**src/rtl/color_calib_pkg.sv**
```systemverilog
// Shared types and constants for the colour calibration sequencer.
// Optional min/max tracking is enabled with COLOR_CALIB_MINMAX_EN.
package color_calib_pkg;

  localparam int unsigned WIN_HALF = 8;
  localparam int unsigned WIN_PIX  = 256;
  localparam int unsigned SUM_W    = 18;
  localparam int unsigned CHAN_W   = 10;

  typedef logic [CHAN_W-1:0] chan_t;

  typedef enum logic [2:0] {
    StIdle,
    StArm,
    StAccum,
    StDone,
    StFail
  } calib_state_t;

  // Mean of exactly WIN_PIX samples: truncating divide by 256.
  function automatic chan_t sum_to_mean(input logic [SUM_W-1:0] s);
    return CHAN_W'(s >> (SUM_W - CHAN_W));
  endfunction

endpackage

```
**src/rtl/chan_accum.sv**
```systemverilog
// One colour channel of the window accumulator: running sum, plus optional
// min/max trackers when COLOR_CALIB_MINMAX_EN is defined.
module chan_accum
  import color_calib_pkg::*;
(
  input  logic             clk,
  input  logic             rst_n,
  input  logic             clr,
  input  logic             en,
  input  chan_t            din,
`ifdef COLOR_CALIB_MINMAX_EN
  output chan_t            min_val,
  output chan_t            max_val,
`endif
  output logic [SUM_W-1:0] sum
);

  always_ff @(posedge clk or negedge rst_n) begin
    if (!rst_n) begin
      sum <= '0;
    end else if (clr) begin
      sum <= '0;
    end else if (en) begin
      sum <= sum + {{(SUM_W - CHAN_W){1'b0}}, din};
    end
  end

`ifdef COLOR_CALIB_MINMAX_EN
  always_ff @(posedge clk or negedge rst_n) begin
    if (!rst_n) begin
      min_val <= '1;
      max_val <= '0;
    end else if (clr) begin
      min_val <= '1;
      max_val <= '0;
    end else if (en) begin
      if (din < min_val) min_val <= din;
      if (din > max_val) max_val <= din;
    end
  end
`endif

endmodule

```
**src/rtl/color_calib_ctrl.sv**
```systemverilog
// Calibration sequencer: averages a 16x16 window around (CX, CY) over one frame
// and publishes the reference colour. COLOR_CALIB_MINMAX_EN adds min/max outputs.
module color_calib_ctrl
  import color_calib_pkg::*;
#(
  parameter int unsigned CX = 640,
  parameter int unsigned CY = 512
) (
  input  logic        CLK,
  input  logic        Reset_N,
  input  logic [9:0]  Rin,
  input  logic [9:0]  Gin,
  input  logic [9:0]  Bin,
  input  logic [10:0] X,
  input  logic [10:0] Y,
  input  logic        pixel_en,
  input  logic        VGA_VS,
  input  logic        calib_req,
  output logic        busy,
  output logic        cal_done,
  output logic        cal_err,
  output logic        run,
`ifdef COLOR_CALIB_MINMAX_EN
  output logic [9:0]  min_r,
  output logic [9:0]  min_g,
  output logic [9:0]  min_b,
  output logic [9:0]  max_r,
  output logic [9:0]  max_g,
  output logic [9:0]  max_b,
`endif
  output logic [9:0]  ref_r,
  output logic [9:0]  ref_g,
  output logic [9:0]  ref_b
);

  if (CX < WIN_HALF || CY < WIN_HALF) begin : g_bad_centre
    $error("color_calib_ctrl: CX and CY must be at least %0d", WIN_HALF);
  end

  localparam logic [10:0] XLo = 11'(CX - WIN_HALF);
  localparam logic [10:0] XHi = 11'(CX + WIN_HALF - 1);
  localparam logic [10:0] YLo = 11'(CY - WIN_HALF);
  localparam logic [10:0] YHi = 11'(CY + WIN_HALF - 1);

  calib_state_t state_q, state_d;
  logic         vs_q;
  logic [8:0]   cnt_q, cnt_d;
  logic         busy_q, busy_d;
  logic         done_q, done_d;
  logic         err_q, err_d;
  logic         run_q, run_d;
  logic         run_save_q, run_save_d;
  chan_t        ref_r_q, ref_g_q, ref_b_q;
  logic         load_ref, acc_clr, acc_en;
  logic         vs_fall, in_win, pix_hit;
  logic [SUM_W-1:0] sum_r, sum_g, sum_b;

  assign vs_fall = vs_q & ~VGA_VS;
  assign in_win  = (X >= XLo) && (X <= XHi) && (Y >= YLo) && (Y <= YHi);
  assign pix_hit = pixel_en & in_win;

  always_comb begin
    state_d    = state_q;
    cnt_d      = cnt_q;
    busy_d     = busy_q;
    done_d     = 1'b0;
    err_d      = err_q;
    run_d      = run_q;
    run_save_d = run_save_q;
    load_ref   = 1'b0;
    acc_clr    = 1'b0;
    acc_en     = 1'b0;
    unique case (state_q)
      StIdle: begin
        if (calib_req) begin
          state_d    = StArm;
          busy_d     = 1'b1;
          run_save_d = run_q;
          run_d      = 1'b0;
        end
      end
      StArm: begin
        if (vs_fall) begin
          state_d = StAccum;
          acc_clr = 1'b1;
          cnt_d   = '0;
        end
      end
      StAccum: begin
        if (pix_hit) begin
          acc_en = 1'b1;
          cnt_d  = cnt_q + 9'd1;
        end
        // A full window on the same edge as the next frame start still counts.
        if (pix_hit && cnt_q == 9'(WIN_PIX - 1)) begin
          state_d = StDone;
        end else if (vs_fall) begin
          state_d = StFail;
        end
      end
      StDone: begin
        state_d  = StIdle;
        busy_d   = 1'b0;
        done_d   = 1'b1;
        err_d    = 1'b0;
        run_d    = 1'b1;
        load_ref = 1'b1;
      end
      StFail: begin
        state_d = StIdle;
        busy_d  = 1'b0;
        err_d   = 1'b1;
        run_d   = run_save_q;
      end
      default: state_d = StIdle;
    endcase
  end

`ifdef COLOR_CALIB_MINMAX_EN
  chan_t cmin_r, cmin_g, cmin_b, cmax_r, cmax_g, cmax_b;
  chan_t min_r_q, min_g_q, min_b_q, max_r_q, max_g_q, max_b_q;
`endif

  chan_accum u_acc_r (
    .clk     (CLK),
    .rst_n   (Reset_N),
    .clr     (acc_clr),
    .en      (acc_en),
    .din     (Rin),
`ifdef COLOR_CALIB_MINMAX_EN
    .min_val (cmin_r),
    .max_val (cmax_r),
`endif
    .sum     (sum_r)
  );

  chan_accum u_acc_g (
    .clk     (CLK),
    .rst_n   (Reset_N),
    .clr     (acc_clr),
    .en      (acc_en),
    .din     (Gin),
`ifdef COLOR_CALIB_MINMAX_EN
    .min_val (cmin_g),
    .max_val (cmax_g),
`endif
    .sum     (sum_g)
  );

  chan_accum u_acc_b (
    .clk     (CLK),
    .rst_n   (Reset_N),
    .clr     (acc_clr),
    .en      (acc_en),
    .din     (Bin),
`ifdef COLOR_CALIB_MINMAX_EN
    .min_val (cmin_b),
    .max_val (cmax_b),
`endif
    .sum     (sum_b)
  );

  always_ff @(posedge CLK or negedge Reset_N) begin
    if (!Reset_N) begin
      state_q    <= StIdle;
      vs_q       <= 1'b1;
      cnt_q      <= '0;
      busy_q     <= 1'b0;
      done_q     <= 1'b0;
      err_q      <= 1'b0;
      run_q      <= 1'b0;
      run_save_q <= 1'b0;
      ref_r_q    <= '0;
      ref_g_q    <= '0;
      ref_b_q    <= '0;
    end else begin
      state_q    <= state_d;
      vs_q       <= VGA_VS;
      cnt_q      <= cnt_d;
      busy_q     <= busy_d;
      done_q     <= done_d;
      err_q      <= err_d;
      run_q      <= run_d;
      run_save_q <= run_save_d;
      if (load_ref) begin
        ref_r_q <= sum_to_mean(sum_r);
        ref_g_q <= sum_to_mean(sum_g);
        ref_b_q <= sum_to_mean(sum_b);
      end
    end
  end

`ifdef COLOR_CALIB_MINMAX_EN
  always_ff @(posedge CLK or negedge Reset_N) begin
    if (!Reset_N) begin
      min_r_q <= '0;
      min_g_q <= '0;
      min_b_q <= '0;
      max_r_q <= '0;
      max_g_q <= '0;
      max_b_q <= '0;
    end else if (load_ref) begin
      min_r_q <= cmin_r;
      min_g_q <= cmin_g;
      min_b_q <= cmin_b;
      max_r_q <= cmax_r;
      max_g_q <= cmax_g;
      max_b_q <= cmax_b;
    end
  end

  assign min_r = min_r_q;
  assign min_g = min_g_q;
  assign min_b = min_b_q;
  assign max_r = max_r_q;
  assign max_g = max_g_q;
  assign max_b = max_b_q;
`endif

  assign busy     = busy_q;
  assign cal_done = done_q;
  assign cal_err  = err_q;
  assign run      = run_q;
  assign ref_r    = ref_r_q;
  assign ref_g    = ref_g_q;
  assign ref_b    = ref_b_q;

endmodule

```
**config.mk**
```make
export PLATFORM = sky130hd
export DESIGN_NAME = color_calib_ctrl
export DESIGN_NICKNAME = d
export VERILOG_FILES = /design/src/rtl/color_calib_pkg.sv /design/src/rtl/chan_accum.sv /design/src/rtl/color_calib_ctrl.sv
export SDC_FILE = /design/constraint.sdc
export NUM_CORES = 1
export LEC_CHECK = 0
export CAP_MARGIN = 20
export CORE_UTILIZATION = 35
export CTS_BUF_LIST = sky130_fd_sc_hd__clkbuf_8
export DETAILED_ROUTE_END_ITERATION = 12
export DONT_BUFFER_PORTS = 1
export PLACE_DENSITY = 0.52
export RECOVER_POWER = 50
export SYNTH_ARGS = -nofsm -noshare
export SYNTH_HDL_FRONTEND = slang
export SYNTH_HIERARCHICAL = 1
export SYNTH_SLANG_ARGS = --single-unit
export TNS_END_PERCENT = 20
```
**constraint.sdc**
```tcl
create_clock -name CLK -period 2.9 [get_ports CLK]
set_input_delay 0.145 -clock CLK [delete_from_list [all_inputs] [get_ports CLK]]
set_output_delay 0.145 -clock CLK [all_outputs]
set_load 0.02 [all_outputs]
```
**Yosys cells after proc, flatten, opt, wreduce, memory -nomap -nowiden**

Index checks and enable logic that the tools add are counted.

- Add/subtract/negate cells: 4
- Order comparisons: 4
- Eq/ne operators: 9
- Mux-type cells: 24
- Bitwise gates (word level): 3
- Reductions and logical operators: 16

Operators with widths:

| kind | count |
|---|---|
| $mux W18 | 6 |
| $add A18 B10 Y18 | 3 |
| $le A11 B10 Y1 const B | 2 |
| $mux W9 | 2 |
| $pmux W9 S2 | 1 |
| $mux W3 | 4 |
| $ge A11 B10 Y1 const B | 1 |
| $ge A11 B9 Y1 const B | 1 |
| $add A9 B1 Y9 const B | 1 |
| $eq A9 B8 Y1 const B | 1 |
| $pmux W3 S3 | 1 |
| $reduce_bool A2 Y1 | 4 |
| $mux W1 | 7 |
| $eq A3 B2 Y1 const B | 2 |
| $ne A2 B2 Y1 const B | 3 |
| $reduce_and A2 Y1 | 3 |
| $reduce_and A3 Y1 | 2 |
| $logic_and A1 B1 Y1 | 4 |
| $pmux W1 S2 | 2 |
| $eq A3 B1 Y1 const B | 1 |
| $eq A3 B3 Y1 const B | 1 |
| $logic_not A3 Y1 | 1 |
| $ne A3 B3 Y1 const B | 1 |
| $pmux W1 S3 | 1 |
| 4 further kinds | 5 |

- Register bits: 102
- Bits of input ports: 57
- Output and inout port bits: 34
- Logic and storage cells: 74

**Longest topological paths before layout**

Gate-level depths: netlist of run 1.

- Depth in word-level cells: 9
- Depth in mapped cells: 11
- Mapped depth without buffers: 8

**By module**

The synthesis of run 1 kept the hierarchy.

By module, submodules not included:

| module | times used | cells an instance | area each (µm²) | seq. area each (µm²) |
|---|---|---|---|---|
| chan_accum | 3 | 156 | 1386.3 | 450.4 |
| color_calib_ctrl | 1 | 174 | 2298.5 | 1202.4 |

**Worst setup path after synthesis of run 1**

No wires, ideal clock.

- Path kind: flip-flop to flip-flop
- Start: register state_q[2]
- End: register u_acc_g.sum[15]
- Library setup time: 0.125 ns
- Arrival time: 2.451 ns
- Data required time: 2.775 ns
- Path slack: 0.324 ns
- Stages on the path, launching flop included: 12
- Path buffers: 3
- Period minus slack after synthesis: 2.576 ns
- Path through: dfrtp_1 buf_2 nand2b_1 or3_1 buf_2 inv_2 buf_2 nor2_1 nor3b_1 o211ai_1 a21oi_1 mux2_2

- Word-level cells in the longest chain between the ends: 3
- Elaborated cells on any way between the ends: 6
- Those cells by class: eq/ne (2); mux (3); reduce/logical (1)

RTL lines:

| item | line | RTL |
|---|---|---|
| start: declaration | color_calib_ctrl.sv:45 | `calib_state_t state_q, state_d;` |
| start signal: assignment | color_calib_ctrl.sv:165 | `state_q <= StIdle;` |
| start signal: assignment | color_calib_ctrl.sv:177 | `state_q <= state_d;` |
| $eq A3 B1 Y1 * | color_calib_ctrl.sv:73 | `unique case (state_q)` |
| $mux W1 * | color_calib_ctrl.sv:73 |  |
| net acc_clr | color_calib_ctrl.sv:54 | `logic load_ref, acc_clr, acc_en;` |
| $mux W18 or $reduce_bool A2 Y1 (tied branches) | n/a |  |
| end signal: assignment | chan_accum.sv:24 | `sum <= sum + {{(SUM_W - CHAN_W){1'b0}}, din};` |
| end: declaration | chan_accum.sv:15 | `output logic [SUM_W-1:0] sum` |

Mark *: on every way through the listed nets, which the timed path passes. The rest lies on a longest branch.
A chain may end at the register's enable or synchronous reset.

**Worst setup path after layout of run 1**

- Start: register state_q[2]
- End: register u_acc_g.sum[17]

- Word-level cells in the longest chain between the ends: 3
- Elaborated cells on any way between the ends: 6
- Those cells by class: eq/ne (2); mux (3); reduce/logical (1)

RTL lines:

| item | line |
|---|---|
| $eq A3 B2 Y1 | color_calib_ctrl.sv:73 |
| $mux W1 | color_calib_ctrl.sv:73 |
| net acc_en | color_calib_ctrl.sv:54 |
| $reduce_bool A2 Y1 (no source line) | n/a |

The timed path passes the listed nets, and every way through them passes these cells.

==> flow_summary.html, run 1 <==
<table>
<tr><th>Metric</th><th>Value</th></tr>
<tr><th colspan="2">Worst setup path</th></tr>
<tr><td>Critical-path top delay cell</td><td>dfrtp_1</td></tr>
<tr><td>Reg-to-reg endpoint</td><td>u_acc_g/sum[17]</td></tr>
<tr><td>Worst Setup Start Kind</td><td>flip-flop</td></tr>
<tr><td>Worst R2R Setup Slack</td><td>280 ps</td></tr>
<tr><td>Critical Path, Cell by Cell</td><td>nor2_1 &gt; nand2_1 &gt; a2111oi_4 &gt; buf_4 &gt; buf_4 &gt; nand3_1 &gt; nor3_1 &gt; a22oi_1 &gt; and3_1 &gt; nor3_1</td></tr>
<tr><td>Highest cell delay on the worst timing path</td><td>480 ps</td></tr>
<tr><td>Data arrival at the endpoint of the critical path</td><td>2920 ps</td></tr>
<tr><td>Critical path fanouts, max</td><td>21</td></tr>
<tr><td>Logic depth of the worst register-to-register path</td><td>10</td></tr>
<tr><td>Critical Path RT</td><td>3190 ps</td></tr>
<tr><td>Launch point of the worst reg-to-reg path</td><td>state_q[2]</td></tr>
<tr><td>Setup Crit Path Kind</td><td>flip-flop to flip-flop</td></tr>
<tr><td>Kind of end point of the critical path</td><td>flip-flop</td></tr>
<tr><th colspan="2">Cells and area</th></tr>
<tr><td>Total inserted antenna cells</td><td>0</td></tr>
<tr><td>Number of cells in the finished layout apart from fillers</td><td>883</td></tr>
<tr><td>Layout cell share with drive strength beyond 1</td><td>14.5%</td></tr>
<tr><td>Total non-filler cell area in the finished layout</td><td>7010 µm²</td></tr>
<tr><td>Total Nets Final</td><td>741</td></tr>
<tr><td>Share of the core filled with cells in the final layout</td><td>38.9%</td></tr>
<tr><td>Syn-to-layout area delta</td><td>8.60%</td></tr>
<tr><th colspan="2">Drt</th></tr>
<tr><td>WL/cell</td><td>16.3 µm</td></tr>
<tr><td>Number of antenna-violating nets in the routed design</td><td>0</td></tr>
<tr><td>Total detailed-routing wirelength</td><td>14,400 µm</td></tr>
<tr><td>Pre-Repair DR Iteration Count</td><td>4</td></tr>
<tr><td>DR iter-0 viols</td><td>304</td></tr>
<tr><td>Routed via count divided by cell count</td><td>5.51</td></tr>
<tr><td>Total via count in the routed design</td><td>4,863</td></tr>
<tr><td>DRC</td><td>0</td></tr>
<tr><th colspan="2">Min path</th></tr>
<tr><td>Terminating pin of the worst hold path</td><td>state_q[2]</td></tr>
<tr><td>Worst min-delay path class</td><td>primary input to flip-flop</td></tr>
<tr><td>Hold Crit Depth</td><td>2</td></tr>
<tr><td>Critical hold path startpoint</td><td>VGA_VS</td></tr>
<tr><th colspan="2">Die</th></tr>
<tr><td>Std-Cell Rows</td><td>49</td></tr>
<tr><td>Width of the die</td><td>138 µm</td></tr>
<tr><td>Die Y-Extent</td><td>138 µm</td></tr>
<tr><td>I/O pin cnt</td><td>91</td></tr>
<tr><td>Die Footprint</td><td>19,000 µm²</td></tr>
<tr><td>Area inside the core boundary</td><td>18,000 µm²</td></tr>
<tr><td>Initial Utilization</td><td>35.8%</td></tr>
<tr><th colspan="2">Timing</th></tr>
<tr><td>Unrepaired setup endpoints after global routing</td><td>no</td></tr>
<tr><td>Setup violation total in the final timing report</td><td>0</td></tr>
<tr><td>Final total negative setup slack</td><td>0 ps</td></tr>
<tr><td>Relative slew slack</td><td>5.00%</td></tr>
<tr><td>Final period utilization</td><td>90.5%</td></tr>
<tr><td>Final critical delay including setup and external delays</td><td>2620 ps</td></tr>
<tr><td>Number of hold violations in the final report</td><td>0</td></tr>
<tr><td>Slew of the pin with the lowest slew margin</td><td>1420 ps</td></tr>
<tr><td>Clock Skew</td><td>19.8 ps</td></tr>
<tr><td>Hold Slack</td><td>50.1 ps</td></tr>
<tr><td>Timing-limited maximum frequency</td><td>381 MHz</td></tr>
<tr><td>Pins Over Slew Limit</td><td>0</td></tr>
<tr><th colspan="2">Yosys</th></tr>
<tr><td>Number of enable-type register cells in the synthesized netlist</td><td>0</td></tr>
<tr><td>Syn Inst Count</td><td>642</td></tr>
<tr><td>Number of unique standard cell types used by synthesis</td><td>59</td></tr>
<tr><td>Mapped Avg Cell Area</td><td>10.1 µm²</td></tr>
<tr><td>Synthesized area</td><td>6460 µm²</td></tr>
<tr><td>Number of synthesized register bits</td><td>102</td></tr>
<tr><td>Top FF cell, synth</td><td>dfrtp_1</td></tr>
<tr><td>Synthesized Nets</td><td>734</td></tr>
<tr><td>Ys async rst share</td><td>100%</td></tr>
<tr><td>Portion of the post-synthesis area used by sequential elements</td><td>39.5%</td></tr>
<tr><td>Ys Warns</td><td>6</td></tr>
<tr><th colspan="2">Run</th></tr>
<tr><td>Number of max-capacitance violations reported</td><td>0</td></tr>
<tr><th colspan="2">Placed design</th></tr>
<tr><td>Placed Instance Area</td><td>6750 µm²</td></tr>
<tr><td>Number of buffer cells added on primary ports</td><td>0</td></tr>
<tr><td>RD Place Congestion</td><td>0.877</td></tr>
<tr><td>Number of instances in the placed design</td><td>863</td></tr>
<tr><td>Post-DP HPWL</td><td>10,100 µm</td></tr>
<tr><th colspan="2">Power</th></tr>
<tr><td>Leakage power of the design</td><td>3.07 nW</td></tr>
<tr><td>Maximum vdd ir drop</td><td>0.371 mV</td></tr>
<tr><td>Pwr Density</td><td>443 nW/µm²</td></tr>
<tr><th colspan="2">Global routing</th></tr>
<tr><td>Global-route wire length before repair</td><td>23,400 µm</td></tr>
<tr><td>Number of antenna violations at the first check in global routing</td><td>0</td></tr>
<tr><td>GRT Resource Usage Total</td><td>15.8%</td></tr>
<tr><td>Met3 Resource Use GR</td><td>4.78%</td></tr>
<tr><td>Met1 layer usage reported by global route</td><td>20.3%</td></tr>
<tr><td>Number of global-route vias before repair</td><td>4,685</td></tr>
<tr><td>GRT Residual Overflow</td><td>0</td></tr>
<tr><td>Met2 demand-to-capacity share in global routing</td><td>25.6%</td></tr>
<tr><td>Pin count of the biggest net entering global routing</td><td>103</td></tr>
<tr><td>Grt peak-use layer</td><td>met2</td></tr>
<tr><th colspan="2">Clock tree</th></tr>
<tr><td>Latest clock arrival within the worst-skew pair</td><td>390 ps</td></tr>
<tr><td>Clock-pin slew on the worst setup and hold paths</td><td>90 ps</td></tr>
<tr><td>Post-CTS Setup Inserts</td><td>0</td></tr>
<tr><td>Maximum number of buffers from clock root to sink</td><td>2</td></tr>
<tr><td>Clk Tree Root Cell</td><td>clkbuf_8</td></tr>
<tr><td>Htree depth</td><td>3</td></tr>
<tr><td>TritonCTS sink count</td><td>102</td></tr>
<tr><td>Hold-fix buffers, CTS</td><td>4</td></tr>
<tr><td>Number of buffers added by the clock tree synthesis step</td><td>9</td></tr>
<tr><td>Clock tree from TritonCTS</td><td>built</td></tr>
<tr><td>Number of gates resized after cts</td><td>0</td></tr>
<tr><th colspan="2">Run status</th></tr>
<tr><td>Status</td><td>completed</td></tr>
</table>
## synthesized netlist by cell type (5+ instances only)
| master | instances | area (µm²) |
|---|---|---|
| a21o_1 | 6 | 45.0 |
| nor2_1 | 50 | 188 |
| mux2_1 | 14 | 158 |
| o211ai_1 | 12 | 90.1 |
| mux2_2 | 35 | 394 |
| o21ai_1 | 6 | 30.0 |
| nor3b_1 | 6 | 45.0 |
| nand3b_1 | 10 | 75.1 |
| a211oi_1 | 5 | 37.5 |
| dfrtp_1 | 101 | 2530 |
| a21oi_1 | 54 | 270 |
| clkbuf_1 | 9 | 33.8 |
| mux2i_1 | 15 | 150 |
| nand3_1 | 26 | 130 |
| nand4_1 | 10 | 62.6 |
| nand2_1 | 41 | 154 |
| a2111oi_2 | 6 | 90.1 |
| or3_1 | 7 | 43.8 |
| nor2b_1 | 27 | 169 |
| nor3_1 | 18 | 90.1 |
| ha_1 | 32 | 400 |
| and3_1 | 13 | 81.3 |
| a2111oi_0 | 6 | 52.6 |
| inv_1 | 19 | 71.3 |
| nand2b_1 | 17 | 106 |
| o21ai_0 | 16 | 80.1 |
| buf_2 | 9 | 45.0 |
## cell families (layout without fill, tap and decap cells)
logic type | Yosys count | after routing | share of synthesized area [%]
mux | 65 | 65 | 11.2
simple gates | 247 | 247 | 21.4
xor+xnor | 3 | 3 | 0.407
compound gates | 146 | 146 | 17.5
fa+ha+maj | 35 | 35 | 7.13
flops | 102 | 102 | 39.5
buf+inv | 44 | 56 | 2.79
## metrics by stage
| stage | setup WS [ps] | power (W) |
|---|---|---|
| after floorplan | 324 | 0.00196 |
| after global placement | 239 | 0.00206 |
| after detailed placement | 254 | 0.00207 |
| after CTS | 252 | 0.00318 |
| after global routing | 26.2 | 0.00328 |
| final | 277 | 0.00311 |
## per-layer routing
layer,wire length (µm),up-vias
met3,755,16
li1,-,2378
met4,154,0
met1,6800,2364
met5,0,-
met2,6700,105
## area by class of cell
type	count	area, µm²
flip-flops and latches	102	2550
inverters	23	86.3
multi-input cells	496	3720
repair buffers	17	135
clock buffers	11	151
fillers	1817	11000
clock inverters	5	76.3
well taps	229	287
## where the power goes
part           internal, W  leakage [nW]  switching (W)
registers          0.00148          1.41       0.000113
clock network     0.000530         0.122       0.000512
logic             0.000173          1.54       0.000297
total              0.00219          3.07       0.000922
## state kept, by name (all words and copies together) (netlist names), 3 cells and up
name and cells:
cnt_q 9, u_acc_b/sum 18, ref_b 10, ref_r 10, ref_g 10, state_q 3, u_acc_r/sum 18, u_acc_g/sum 18
## how the worst max path moves through the flow
stage	startpoint	to	slack, ps	depth (start not counted)
3_5_place_dp	Y[5]	u_acc_g/sum[10]	250	8
3_3_place_gp	Y[5]	u_acc_g/sum[10]	240	8
6_report	state_q[2]	u_acc_g/sum[17]	280	10
4_1_cts	state_q[2]	u_acc_g/sum[10]	250	8
2_1_floorplan	state_q[2]	u_acc_g/sum[15]	320	11
5_1_grt	state_q[2]	u_acc_b/sum[17]	30	10
## worst max-delay path, delay by kind of cell, from the launching register on
family                 cells  cell delay (ps)
flip-flops                 1              480
buffers and inverters      2              470
AO/OA/AOI/OAI              2              520
AND/OR/NAND/NOR            6             1070
## cells in the final DEF (no fill, tap or decap), types with 5 or more instances in the layout
| cell type | count |
|---|---|
| a2111oi_0 | 6 |
| a2111oi_2 | 6 |
| a211oi_1 | 5 |
| a21o_1 | 6 |
| a21oi_1 | 54 |
| and3_1 | 13 |
| buf_4 | 13 |
| clkbuf_8 | 11 |
| dfrtp_1 | 101 |
| ha_1 | 32 |
| inv_1 | 21 |
| mux2_1 | 14 |
| mux2_2 | 35 |
| mux2i_1 | 15 |
| nand2_1 | 41 |
| nand2b_1 | 17 |
| nand3_1 | 26 |
| nand3b_1 | 10 |
| nand4_1 | 10 |
| nor2_1 | 50 |
| nor2b_1 | 27 |
| nor3_1 | 18 |
| nor3b_1 | 6 |
| o211ai_1 | 12 |
| o21ai_0 | 16 |
| o21ai_1 | 6 |
| or3_1 | 7 |
No activity file was read; power rests on OpenSTA's default activity.
==> inputs of run 2 (changes only) <==
==> constraint.sdc (replaced) <==
create_clock -name CLK -period 2.9 [get_ports CLK]
set_input_delay 0.29 -clock CLK [delete_from_list [all_inputs] [get_ports CLK]]
set_output_delay 0.29 -clock CLK [all_outputs]
set_load 0.02 [all_outputs]
==> flow_summary.html, run 2 (synthesis gave the netlist of run 1 again) <==
<table>
<tr><th>Metric</th><th>Value</th></tr>
<tr><th colspan="2">Drt</th></tr>
<tr><td>Total via count in the routed design</td><td>4,801</td></tr>
<tr><td>WL/cell</td><td>16.3 µm</td></tr>
<tr><td>Pre-Repair DR Iteration Count</td><td>4</td></tr>
<tr><td>Total detailed-routing wirelength</td><td>14,400 µm</td></tr>
<tr><td>DR iter-0 viols</td><td>298</td></tr>
<tr><td>Number of antenna-violating nets in the routed design</td><td>0</td></tr>
<tr><td>Routed via count divided by cell count</td><td>5.44</td></tr>
<tr><td>DRC</td><td>0</td></tr>
<tr><th colspan="2">Timing</th></tr>
<tr><td>Final period utilization</td><td>92.0%</td></tr>
<tr><td>Slew of the pin with the lowest slew margin</td><td>1450 ps</td></tr>
<tr><td>Timing-limited maximum frequency</td><td>375 MHz</td></tr>
<tr><td>Clock Skew</td><td>14.4 ps</td></tr>
<tr><td>Relative slew slack</td><td>3.09%</td></tr>
<tr><td>Setup violation total in the final timing report</td><td>0</td></tr>
<tr><td>Unrepaired setup endpoints after global routing</td><td>no</td></tr>
<tr><td>Number of hold violations in the final report</td><td>0</td></tr>
<tr><td>Pins Over Slew Limit</td><td>0</td></tr>
<tr><td>Hold Slack</td><td>135 ps</td></tr>
<tr><td>Final total negative setup slack</td><td>0 ps</td></tr>
<tr><td>Final critical delay including setup and external delays</td><td>2670 ps</td></tr>
<tr><th colspan="2">Worst setup path</th></tr>
<tr><td>Logic depth of the worst register-to-register path</td><td>9</td></tr>
<tr><td>Setup Crit Path Kind</td><td>flip-flop to flip-flop</td></tr>
<tr><td>Worst Setup Start Kind</td><td>flip-flop</td></tr>
<tr><td>Critical Path RT</td><td>3180 ps</td></tr>
<tr><td>CP startpoint</td><td>state_q[2]</td></tr>
<tr><td>Launch point of the worst reg-to-reg path</td><td>state_q[2]</td></tr>
<tr><td>Critical path fanouts, max</td><td>24</td></tr>
<tr><td>Data arrival at the endpoint of the critical path</td><td>2950 ps</td></tr>
<tr><td>Kind of end point of the critical path</td><td>flip-flop</td></tr>
<tr><td>Reg-to-reg endpoint</td><td>u_acc_b/sum[15]</td></tr>
<tr><td>Worst R2R Setup Slack</td><td>230 ps</td></tr>
<tr><th colspan="2">Cells and area</th></tr>
<tr><td>Total inserted antenna cells</td><td>0</td></tr>
<tr><td>Leading registers by flop count</td><td>u_acc_b/sum (18), u_acc_g/sum (18), u_acc_r/sum (18)</td></tr>
<tr><td>Leading cell type in the layout, fill and taps excluded</td><td>dfrtp_1</td></tr>
<tr><td>Commonest cells after routing, fill and taps aside</td><td>dfrtp_1, a21oi_1, nor2_1</td></tr>
<tr><td>Share of the core filled with cells in the final layout</td><td>38.8%</td></tr>
<tr><td>Sequential cell area in the final layout</td><td>2550 µm²</td></tr>
<tr><td>Syn-to-layout area delta</td><td>8.37%</td></tr>
<tr><td>Layout cell share with drive strength beyond 1</td><td>15.0%</td></tr>
<tr><td>Total Nets Final</td><td>741</td></tr>
<tr><td>Number of filler instances in the final layout</td><td>1,786</td></tr>
<tr><td>Area of the multi-input gates</td><td>3730 µm²</td></tr>
<tr><th colspan="2">Power</th></tr>
<tr><td>Final Power</td><td>0.00301 W</td></tr>
<tr><td>Combinational cell fraction of total power</td><td>15.8%</td></tr>
<tr><td>Pwr Density</td><td>430 nW/µm²</td></tr>
<tr><td>Sequential share of power</td><td>52.9%</td></tr>
<tr><td>Internal power</td><td>0.00206 W</td></tr>
<tr><td>Switching fraction of total power</td><td>31.6%</td></tr>
<tr><td>Maximum vdd ir drop</td><td>0.296 mV</td></tr>
<tr><td>Switching power</td><td>0.000951 W</td></tr>
<tr><td>Leakage power of the design</td><td>3.05 nW</td></tr>
<tr><td>Clk network pwr share</td><td>31.3%</td></tr>
<tr><th colspan="2">Run status</th></tr>
<tr><td>Status</td><td>completed</td></tr>
<tr><th colspan="2">Placed design</th></tr>
<tr><td>RD Place Congestion</td><td>0.835</td></tr>
<tr><td>Number of buffer cells added on primary ports</td><td>0</td></tr>
<tr><td>Post-DP HPWL</td><td>10,100 µm</td></tr>
<tr><th colspan="2">Global routing</th></tr>
<tr><td>Number of antenna violations at the first check in global routing</td><td>0</td></tr>
<tr><td>GRT Residual Overflow</td><td>0</td></tr>
<tr><td>GRT Resource Usage Total</td><td>15.9%</td></tr>
<tr><td>Pin count of the biggest net entering global routing</td><td>103</td></tr>
<tr><td>Number of global-route vias before repair</td><td>4,750</td></tr>
<tr><td>Global-route wire length before repair</td><td>23,500 µm</td></tr>
<tr><th colspan="2">Min path</th></tr>
<tr><td>Critical hold path startpoint</td><td>calib_req</td></tr>
<tr><td>Hold Crit Depth</td><td>2</td></tr>
<tr><td>Terminating pin of the worst hold path</td><td>busy</td></tr>
<tr><td>Worst min-delay path class</td><td>primary input to flip-flop</td></tr>
<tr><th colspan="2">Die</th></tr>
<tr><td>Die Footprint</td><td>19,000 µm²</td></tr>
<tr><td>Width of the die</td><td>138 µm</td></tr>
<tr><td>Die Y-Extent</td><td>138 µm</td></tr>
<tr><td>I/O pin cnt</td><td>91</td></tr>
<tr><td>Initial Utilization</td><td>35.8%</td></tr>
<tr><td>Std-Cell Rows</td><td>49</td></tr>
<tr><td>Area inside the core boundary</td><td>18,000 µm²</td></tr>
<tr><th colspan="2">Clock tree</th></tr>
<tr><td>Latest clock arrival within the worst-skew pair</td><td>390 ps</td></tr>
<tr><td>Number of buffers added by the clock tree synthesis step</td><td>9</td></tr>
<tr><td>Maximum number of buffers from clock root to sink</td><td>2</td></tr>
<tr><td>Clock tree from TritonCTS</td><td>built</td></tr>
<tr><td>Htree depth</td><td>3</td></tr>
<tr><td>Clock-pin slew on the worst setup and hold paths</td><td>100 ps</td></tr>
<tr><td>Clk Tree Root Cell</td><td>clkbuf_8</td></tr>
<tr><td>TritonCTS sink count</td><td>102</td></tr>
<tr><th colspan="2">Run</th></tr>
<tr><td>Number of max-capacitance violations reported</td><td>0</td></tr>
</table>
## run 2: per-stage QoR
step,setup WS [ps],cells,cell area (µm²)
6_report,232,883,7000
5_1_grt,20.0,883,7000
4_1_cts,210,883,7010
3_5_place_dp,188,864,6770
3_3_place_gp,169,864,6770
2_1_floorplan,324,642,6460
## run 2: power groups by stage
stage | registers (W) | logic [W] | clock network (W)
finish | 0.00159 | 0.000475 | 0.000943
global route | 0.00161 | 0.000541 | 0.00105
CTS | 0.00160 | 0.000489 | 0.000996
detailed placement | 0.00163 | 0.000450 | 0
global placement | 0.00162 | 0.000434 | 0
floorplan | 0.00160 | 0.000362 | 0
## run 2: layout make-up
type | instances | area share (%)
Timing Repair Buffer | 17 | 2.07
Multi-Input combinational cell | 496 | 53.3
Sequential cell | 102 | 36.5
Tap cell | 229 | 4.09
Clock inverter | 7 | 1.05
Clock buffer | 9 | 1.77
Inverter | 23 | 1.23
## run 2: critical path: stages, from the launching register on
cell and delay, ps:
dfrtp_1 480, nor2_1 120, nand2_1 160, a2111oi_4 450, buf_12 230, nor2_1 120, nor3b_1 350, o211ai_1 140
a21oi_1 170, mux2_2 350
## run 2: worst max-delay path by stage
stage / end / slack (ps)
5_1_grt: u_acc_r/sum[17] / 20
2_1_floorplan: u_acc_g/sum[15] / 320
3_5_place_dp: u_acc_b/sum[15] / 190
6_report: u_acc_b/sum[15] / 230
3_3_place_gp: u_acc_b/sum[15] / 170
4_1_cts: u_acc_b/sum[15] / 210
## run 2: what timing repair did
item | CTS | global route
endpoints found under the setup margin | 0 | 1
gates resized for setup | 0 | 1
endpoints found under the hold margin | 103 | 0
hold buffers | 3 | 0
setup buffers | 0 | 0
## run 2: routing by layer
metal | GRT usage (%) | vias to the layer above | part of all wire [%]
met2 | 25.5 | 87 | 46
met1 | 20.7 | 2322 | 47
li1 | - | 2378 | -
met3 | 3.72 | 14 | 5.4
met4 | 5.98 | 0 | 1.6
met5 | 0 | - | 0
